<file path="src/rtl/ethii_unpacker.sv">
// Ethernet II receive unpacker: strips the 14-byte header onto a handshake port
// and realigns the payload by 16 bits so payload byte 0 lands in bits [31:24].
module ethii_unpacker (
    input  logic        clk,
    input  logic        reset_n,
    input  logic [31:0] ethii_tdata_i,
    input  logic        ethii_tvld_i,
    input  logic        ethii_tlast_i,
    input  logic [3:0]  ethii_tkeep_i,
    output logic        ethii_trdy_o,
    output logic [47:0] hdr_mac_dest_o,
    output logic [47:0] hdr_mac_src_o,
    output logic [15:0] hdr_mac_type_o,
    output logic        hdr_mac_vld_o,
    input  logic        hdr_mac_rdy_i,
    output logic [31:0] user_tdata_o,
    output logic        user_tvld_o,
    output logic        user_tlast_o,
    output logic [3:0]  user_tkeep_o,
    input  logic        user_trdy_i,
    output logic        err_runt_o
);

    typedef enum logic [2:0] {
        S_HDR0, S_HDR1, S_HDR2, S_HDR3, S_DATA, S_FLUSH
    } state_t;

    state_t      state_q, state_d;
    logic [31:0] w0_q, w0_d, w1_q, w1_d, w2_q, w2_d;
    logic [47:0] dest_q, dest_d, src_q, src_d;
    logic [15:0] type_q, type_d;
    logic        hvld_q, hvld_d;
    logic [15:0] saved_q, saved_d;
    logic        flush_one_q, flush_one_d;
    logic [31:0] odata_q, odata_d;
    logic [3:0]  okeep_q, okeep_d;
    logic        olast_q, olast_d, ovld_q, ovld_d;
    logic        runt_q, runt_d;

    logic        out_rdy, in_rdy, beat, emit, emit_last;
    logic [31:0] emit_data, keep_mask;
    logic [3:0]  emit_keep;

    assign out_rdy = ~ovld_q | user_trdy_i;

    always_comb begin
        in_rdy = 1'b0;
        case (state_q)
            S_HDR0, S_HDR1, S_HDR2: in_rdy = 1'b1;
            S_HDR3:                 in_rdy = (~hvld_q | hdr_mac_rdy_i) & out_rdy;
            S_DATA:                 in_rdy = out_rdy;
            default:                in_rdy = 1'b0;
        endcase
    end

    assign ethii_trdy_o = in_rdy & reset_n;
    assign beat = ethii_tvld_i & in_rdy;

    always_comb begin
        state_d     = state_q;
        w0_d        = w0_q;
        w1_d        = w1_q;
        w2_d        = w2_q;
        dest_d      = dest_q;
        src_d       = src_q;
        type_d      = type_q;
        hvld_d      = hvld_q;
        saved_d     = saved_q;
        flush_one_d = flush_one_q;
        odata_d     = odata_q;
        okeep_d     = okeep_q;
        olast_d     = olast_q;
        ovld_d      = ovld_q;
        runt_d      = 1'b0;
        emit        = 1'b0;
        emit_data   = 32'h0;
        emit_keep   = 4'b0000;
        emit_last   = 1'b0;

        if (hvld_q & hdr_mac_rdy_i) hvld_d = 1'b0;

        case (state_q)
            S_HDR0: if (beat) begin
                w0_d = ethii_tdata_i;
                if (ethii_tlast_i) runt_d = 1'b1;
                else               state_d = S_HDR1;
            end
            S_HDR1: if (beat) begin
                w1_d = ethii_tdata_i;
                if (ethii_tlast_i) begin runt_d = 1'b1; state_d = S_HDR0; end
                else                     state_d = S_HDR2;
            end
            S_HDR2: if (beat) begin
                w2_d = ethii_tdata_i;
                if (ethii_tlast_i) begin runt_d = 1'b1; state_d = S_HDR0; end
                else                     state_d = S_HDR3;
            end
            S_HDR3: if (beat) begin
                // A last W3 carrying no payload byte is a runt: the header is never presented.
                if (ethii_tlast_i && ethii_tkeep_i != 4'b1111 && ethii_tkeep_i != 4'b1110) begin
                    runt_d  = 1'b1;
                    state_d = S_HDR0;
                end else begin
                    dest_d  = {w0_q, w1_q[31:16]};
                    src_d   = {w1_q[15:0], w2_q};
                    type_d  = ethii_tdata_i[31:16];
                    hvld_d  = 1'b1;
                    saved_d = ethii_tdata_i[15:0];
                    if (!ethii_tlast_i) begin
                        state_d = S_DATA;
                    end else begin
                        emit      = 1'b1;
                        emit_data = {ethii_tdata_i[15:0], 16'h0};
                        emit_keep = (ethii_tkeep_i == 4'b1111) ? 4'b1100 : 4'b1000;
                        emit_last = 1'b1;
                        state_d   = S_HDR0;
                    end
                end
            end
            S_DATA: if (beat) begin
                emit      = 1'b1;
                emit_data = {saved_q, ethii_tdata_i[31:16]};
                emit_keep = 4'b1111;
                saved_d   = ethii_tdata_i[15:0];
                if (ethii_tlast_i) begin
                    case (ethii_tkeep_i)
                        4'b1000: begin emit_keep = 4'b1110; emit_last = 1'b1; state_d = S_HDR0; end
                        4'b1100: begin emit_last = 1'b1; state_d = S_HDR0; end
                        4'b1110: begin flush_one_d = 1'b1; state_d = S_FLUSH; end
                        default: begin flush_one_d = 1'b0; state_d = S_FLUSH; end
                    endcase
                end
            end
            S_FLUSH: if (out_rdy) begin
                emit      = 1'b1;
                emit_data = {saved_q, 16'h0};
                emit_keep = flush_one_q ? 4'b1000 : 4'b1100;
                emit_last = 1'b1;
                state_d   = S_HDR0;
            end
            default: state_d = S_HDR0;
        endcase

        keep_mask = {{8{emit_keep[3]}}, {8{emit_keep[2]}}, {8{emit_keep[1]}}, {8{emit_keep[0]}}};
        if (out_rdy) begin
            ovld_d = emit;
            if (emit) begin
                odata_d = emit_data & keep_mask;
                okeep_d = emit_keep;
                olast_d = emit_last;
            end
        end
    end

    always_ff @(posedge clk) begin
        if (!reset_n) begin
            state_q     <= S_HDR0;
            w0_q        <= 32'h0;
            w1_q        <= 32'h0;
            w2_q        <= 32'h0;
            dest_q      <= 48'h0;
            src_q       <= 48'h0;
            type_q      <= 16'h0;
            hvld_q      <= 1'b0;
            saved_q     <= 16'h0;
            flush_one_q <= 1'b0;
            odata_q     <= 32'h0;
            okeep_q     <= 4'b0000;
            olast_q     <= 1'b0;
            ovld_q      <= 1'b0;
            runt_q      <= 1'b0;
        end else begin
            state_q     <= state_d;
            w0_q        <= w0_d;
            w1_q        <= w1_d;
            w2_q        <= w2_d;
            dest_q      <= dest_d;
            src_q       <= src_d;
            type_q      <= type_d;
            hvld_q      <= hvld_d;
            saved_q     <= saved_d;
            flush_one_q <= flush_one_d;
            odata_q     <= odata_d;
            okeep_q     <= okeep_d;
            olast_q     <= olast_d;
            ovld_q      <= ovld_d;
            runt_q      <= runt_d;
        end
    end

    assign hdr_mac_dest_o = dest_q;
    assign hdr_mac_src_o  = src_q;
    assign hdr_mac_type_o = type_q;
    assign hdr_mac_vld_o  = hvld_q;
    assign user_tdata_o   = odata_q;
    assign user_tkeep_o   = okeep_q;
    assign user_tlast_o   = olast_q;
    assign user_tvld_o    = ovld_q;
    assign err_runt_o     = runt_q;

endmodule

</file>
<file path="config.mk">
export PLATFORM = sky130hd
export DESIGN_NAME = ethii_unpacker
export DESIGN_NICKNAME = d
export VERILOG_FILES = /design/src/rtl/ethii_unpacker.sv
export SDC_FILE = /design/constraint.sdc
export NUM_CORES = 1
export LEC_CHECK = 0
export CAP_MARGIN = 20
export CORE_MARGIN = 8
export CORE_UTILIZATION = 50
export CTS_CLUSTER_DIAMETER = 50
export DETAILED_ROUTE_END_ITERATION = 10
export GPL_ROUTABILITY_DRIVEN = 0
export HOLD_SLACK_MARGIN = 0.05
export PLACE_DENSITY = 0.88
export SLEW_MARGIN = 20
export SYNTH_ARGS = -nofsm -noshare
export SYNTH_HDL_FRONTEND = slang
export SYNTH_SLANG_ARGS = --single-unit
</file>
<file path="constraint.sdc">
create_clock -name clk -period 2.25 [get_ports clk]
set_input_delay 0.3375 -clock clk [delete_from_list [all_inputs] [get_ports clk]]
set_output_delay 0.3375 -clock clk [all_outputs]
set_load 0.005 [all_outputs]
</file>
; After elaboration in Yosys (flattened, before gate mapping)
; Index checks and enable logic that the tools add are counted.
[word_totals]
ff_bits = 268
word_cells = 114
[classes]
eq_ne = 20
n_mux = 54
bitwise = 11
n_reduce_logical = 14
[ops]
columns = cell, n
row1 = $mux 32, 5
row2 = $pmux 32 s3, 1
row3 = $mux 16, 3
row4 = $mux 3, 13
row5 = $and 32x32->32, 1
row6 = $pmux 16 s2, 1
row7 = $mux 4, 5
row8 = $ne 2x2->1 const B, 9
row9 = $pmux 3 s6, 1
row10 = $mux 1, 17
row11 = $eq 4x4->1 const B, 4
row12 = $pmux 4 s3, 1
row13 = $pmux 1 s3, 3
row14 = $ne 4x4->1 const B, 2
row15 = $reduce_and 2->1, 4
row16 = $reduce_and 4->1, 2
row17 = $reduce_and 8->1, 1
row18 = $eq 3x2->1 const B, 2
row19 = $eq 3x3->1 const B, 2
row20 = $and 1x1->1, 4
row21 = $mux 2, 2
row22 = $not 1->1, 4
row23 = $pmux 1 s2, 2
row24 = $eq 3x1->1 const B, 1
row25 = 7 further kinds, 9

; Logic depth before layout (Yosys ltp)
[depth]
word_depth = 8
ltp_mapped = 9
depth_no_buf = 5

; Least setup slack after synthesis
; No wires, ideal clock.
[synth_path]
path_type = flip-flop to flip-flop
start = reg state_q[2]
end = reg odata_q[22] (netlist: user_tdata_o[22])
setup_ns = 0.123
arrival_ns = 1.798
setup_slack_ns = 0.329
path_stages_with_launch = 8
path_buffers = 3
period_less_slack_ns = 1.921
cell_sequence = dfxtp_1 > clkbuf_2 > inv_1 > clkbuf_8 > nor4_4 > nor3_4 > buf_6 > a221o_2
[synth_via]
elab_chain_cells = 7
word_cells_on_any_way = 20
cone_classes = eq/ne: 5 / mux: 10 / bitwise: 2 / reduce/logical: 3
[synth_rtl]
columns = item, line_no
row1 = from (decl), 28  ; state_t state_q, state_d;
row2 = from (signal assigned), 173  ; state_q <= state_d;
row3 = $eq 3x2->1 (tied with other cells), 48  ; case (state_q)
row4 = $reduce_or 3->1 (no line), --
row5 = $pmux 1 s3, 48
row6 = $and 1x1->1, 57  ; assign beat = ethii_tvld_i & in_rdy;
row7 = $mux 32 (tied with other cells), 120  ; S_DATA: if (beat) begin
row8 = $pmux 32 s3 (tied with other cells), 82  ; case (state_q)
row9 = $and 32x32->32 / $reduce_and 2->1 (equally long branches), --
row10 = to (signal assigned), 183  ; odata_q <= odata_d;
row11 = to (decl), 35  ; logic [31:0] odata_q, odata_d;
; Parallel ways exist; a longest one is shown, timed or not.
; A chain may end at the register's enable or synchronous reset.

; Worst setup path in the final report
[layout_path]
start = reg state_q[0]
end = reg odata_q[22] (netlist: user_tdata_o[22])
; The elaborated chain is that of the path after synthesis.

==> run metrics <==
RR Endpoint=user_tdata_o[22]$_SDFFE_PN0P_; Final nets=1391; Crit path arrival time=2.46 ns; Hold Crit Class=reg -> reg; CP Class=reg -> reg; Max-cap violations=0; number of synthesized flops with an enable pin=0; YS warnings=0; IO Pins=195; clock skew=0.0123 ns; Most used DFF post-synth=dfxtp_1; mapped cell area=9630 µm²; most frequent cells in the layout=nand2_1, dfxtp_1, a21oi_1; Port Buffers=194; worst-margin pin slew=0.731 ns; pre-CTS setup slack=-0.0258 ns; final worst-path cycle share=0.881; Die Area=around 24000 µm²; fin cells=1628; DRT Wirelength=28.7 mm; Area Overhead vs Synth=35.4%; Worst R2R Setup Slack=0.27 ns; Post-DRT Antenna Nets=0; post-synthesis cell type count=50; vias in the first global route=8544; final design utilization=0.693; flops & latches, synth=about 270; Worst VDD drop=0.000568 V; Congestion Overflow GR=0; # placed instances=roughly 1600; crit path to=user_tdata_o[22]$_SDFFE_PN0P_; HPWL after DPL=19.6 mm; Root Buffer=clkbuf_16; Seq/Total Area, Yosys=0.557; Final Hold Vio Count=0; syn_nets=approximately 1200; Die X=about 150 µm; Critical Path Fanout Max=13; critical path's largest stage delay=0.39 ns; Post-Syn Area per Cell=8.37 µm²; most common cell after layout, fill and taps aside=nand2_1; # diodes=0; Via Count=8888; post-DR wirelength/cell=~18 µm; r2r worst-path depth=8; Worst Slack Setup Final=0.268 ns; CTS H-tree lvls=1; CTS Buf Count=29; Clock Pin Slew Worst Setup and Hold Paths=~0.06 ns; CTS tree=yes; Initial Utilization=0.512; worst-skew pair later-pin latency=~0.53 ns; Post-Synthesis Cells=1151; crit path cell chain=buf_4 > nand3b_1 > nor2_1 > buf_4 > o2111ai_1 > buf_4 > nor2_2 > a221o_2; initial antenna violation count=0; Pre-antenna DRT Iters=6; largest net degree at the start of global routing=79; most used cell, CP=buf_4; final setup violation count=0; RR Startpoint=state_q[0]$_SDFFE_PN0P_; Async S/R FF share, synth=0; RSZ-0062 raised after global routing=no; die span in y=155 µm; achievable frequency=slightly above 500 MHz; layout cells sized above 1=0.102; status=completed; Residual DRC=0; CP max stage cell=dfxtp_1; CTS Buffer Depth=3; clock sinks=268; Rows=50; pwr dens=778 nW/µm²; CP startpoint kind=flop; post-route minimum period=just under 2 ns; Vias/cell=5.46; Lkg Pwr=roughly 4.7 nW; Initial DRC Count=755; global-route wire length before repair=45.0 mm; Hold Buf Count CTS=0; final hold slack=~0.45 ns; core area=18800 µm²; crit path from=state_q[0]$_SDFFE_PN0P_; GR Util All Layers=0.229; data required time of the critical path=2.73 ns; CP Capture Type=flop; Worst slew margin=0.513; fin. max-slew vios=0
-- state kept, by name, indices dropped and copies added, names as in the netlist, 3 cells and up --
register and flops:
hdr_mac_dest_o 48, hdr_mac_src_o 48, hdr_mac_type_o 16, saved_q 16, state_q 3, user_tdata_o 32
user_tkeep_o 4, w0_q 32, w1_q 32, w2_q 32
-- final cells by class --
class	instances	area, µm²
multi-input cells	792	3850
well taps	260	325
clock buffers	36	782
clock inverters	14	143
inverters	4	25.0
fillers	1424	5790
repair buffers	254	2540
flip-flops and latches	268	5370
-- report_power, final --
part | switching [W] | internal (W)
sequential | 0.0000567 | 0.00484
clock | 0.00189 | 0.00270
combinational | 0.000394 | 0.000271
-- how the worst min path moves through the flow --
stage                                      to  slack, ns                          from  cells past startpoint
2_1_floorplan  hdr_mac_dest_o[0]$_SDFFE_PN0P_       0.43         w1_q[16]$_SDFFE_PN0P_                      2
3_3_place_gp     user_tkeep_o[1]$_SDFFE_PN0P_       0.43  user_tkeep_o[1]$_SDFFE_PN0P_                      1
3_5_place_dp   hdr_mac_src_o[40]$_SDFFE_PN0P_       0.44          w1_q[8]$_SDFFE_PN0P_                      2
4_1_cts        hdr_mac_src_o[40]$_SDFFE_PN0P_       0.45          w1_q[8]$_SDFFE_PN0P_                      2
5_1_grt                 w1_q[14]$_SDFFE_PN0P_       0.47         w1_q[14]$_SDFFE_PN0P_                      2
6_report       hdr_mac_src_o[46]$_SDFFE_PN0P_       0.45         w1_q[14]$_SDFFE_PN0P_                      2
-- per-layer routing --
metal	track usage	wire (µm)	up-vias
li1	-	-	4228
met1	0.291	12100	4200
met2	0.388	13900	403
met3	0.0326	1920	57
met4	0.0849	806	0
met5	0	0	-
-- worst max-delay path, delay by kind of cell (launching register included) --
kind            cells  cell delay (ns)
compound gates      2             0.34
simple gates        3             0.67
buf+inv             3             0.52
flops               1             0.39
-- stage by stage --
step                power [W]  cell area (µm²)  setup TNS (ns)
floorplan             0.00533             9630               0
global placement      0.00562            12000               0
detailed placement    0.00564            12000          -0.195
CTS                    0.0102            13000               0
global route           0.0104            13000               0
finish                 0.0101            13000               0
-- Yosys cell counts, drive strengths merged, types with 2 or more instances --
cell type,n,area (µm²)
o21a,2,15.0
nand3,13,65.1
nand2,422,1580
buf,22,141
o221ai,3,32.5
a22oi,9,67.6
a221o,8,88.8
a211oi,2,20.0
o211a,3,30.0
nor3,4,31.3
o2111ai,2,17.5
inv,3,11.3
and3,11,71.3
a22o,17,159
a2111oi,2,36.3
dfxtp,268,5370
a21oi,224,1120
clkbuf,64,282
nor2,30,118
a21o,3,22.5
nand2b,4,25.0
mux2i,18,180
-- what timing repair did --
item	CTS	global route
setup buffers	2	4
resized for setup	4	6
setup endpoints to repair	1	1
pin swaps	1	2
-- cell families (layout without fill, tap and decap cells) --
group | count (synthesis) | count (layout) | share of synthesized area
and+or+nand+nor | 492 | 492 | 0.205
AOI/OAI and AO/OA | 282 | 282 | 0.173
buffers and inverters | 91 | 308 | 0.0464
muxes | 18 | 18 | 0.0187
DFF | 268 | 268 | 0.557
No activity file was read; power rests on OpenSTA's default activity.
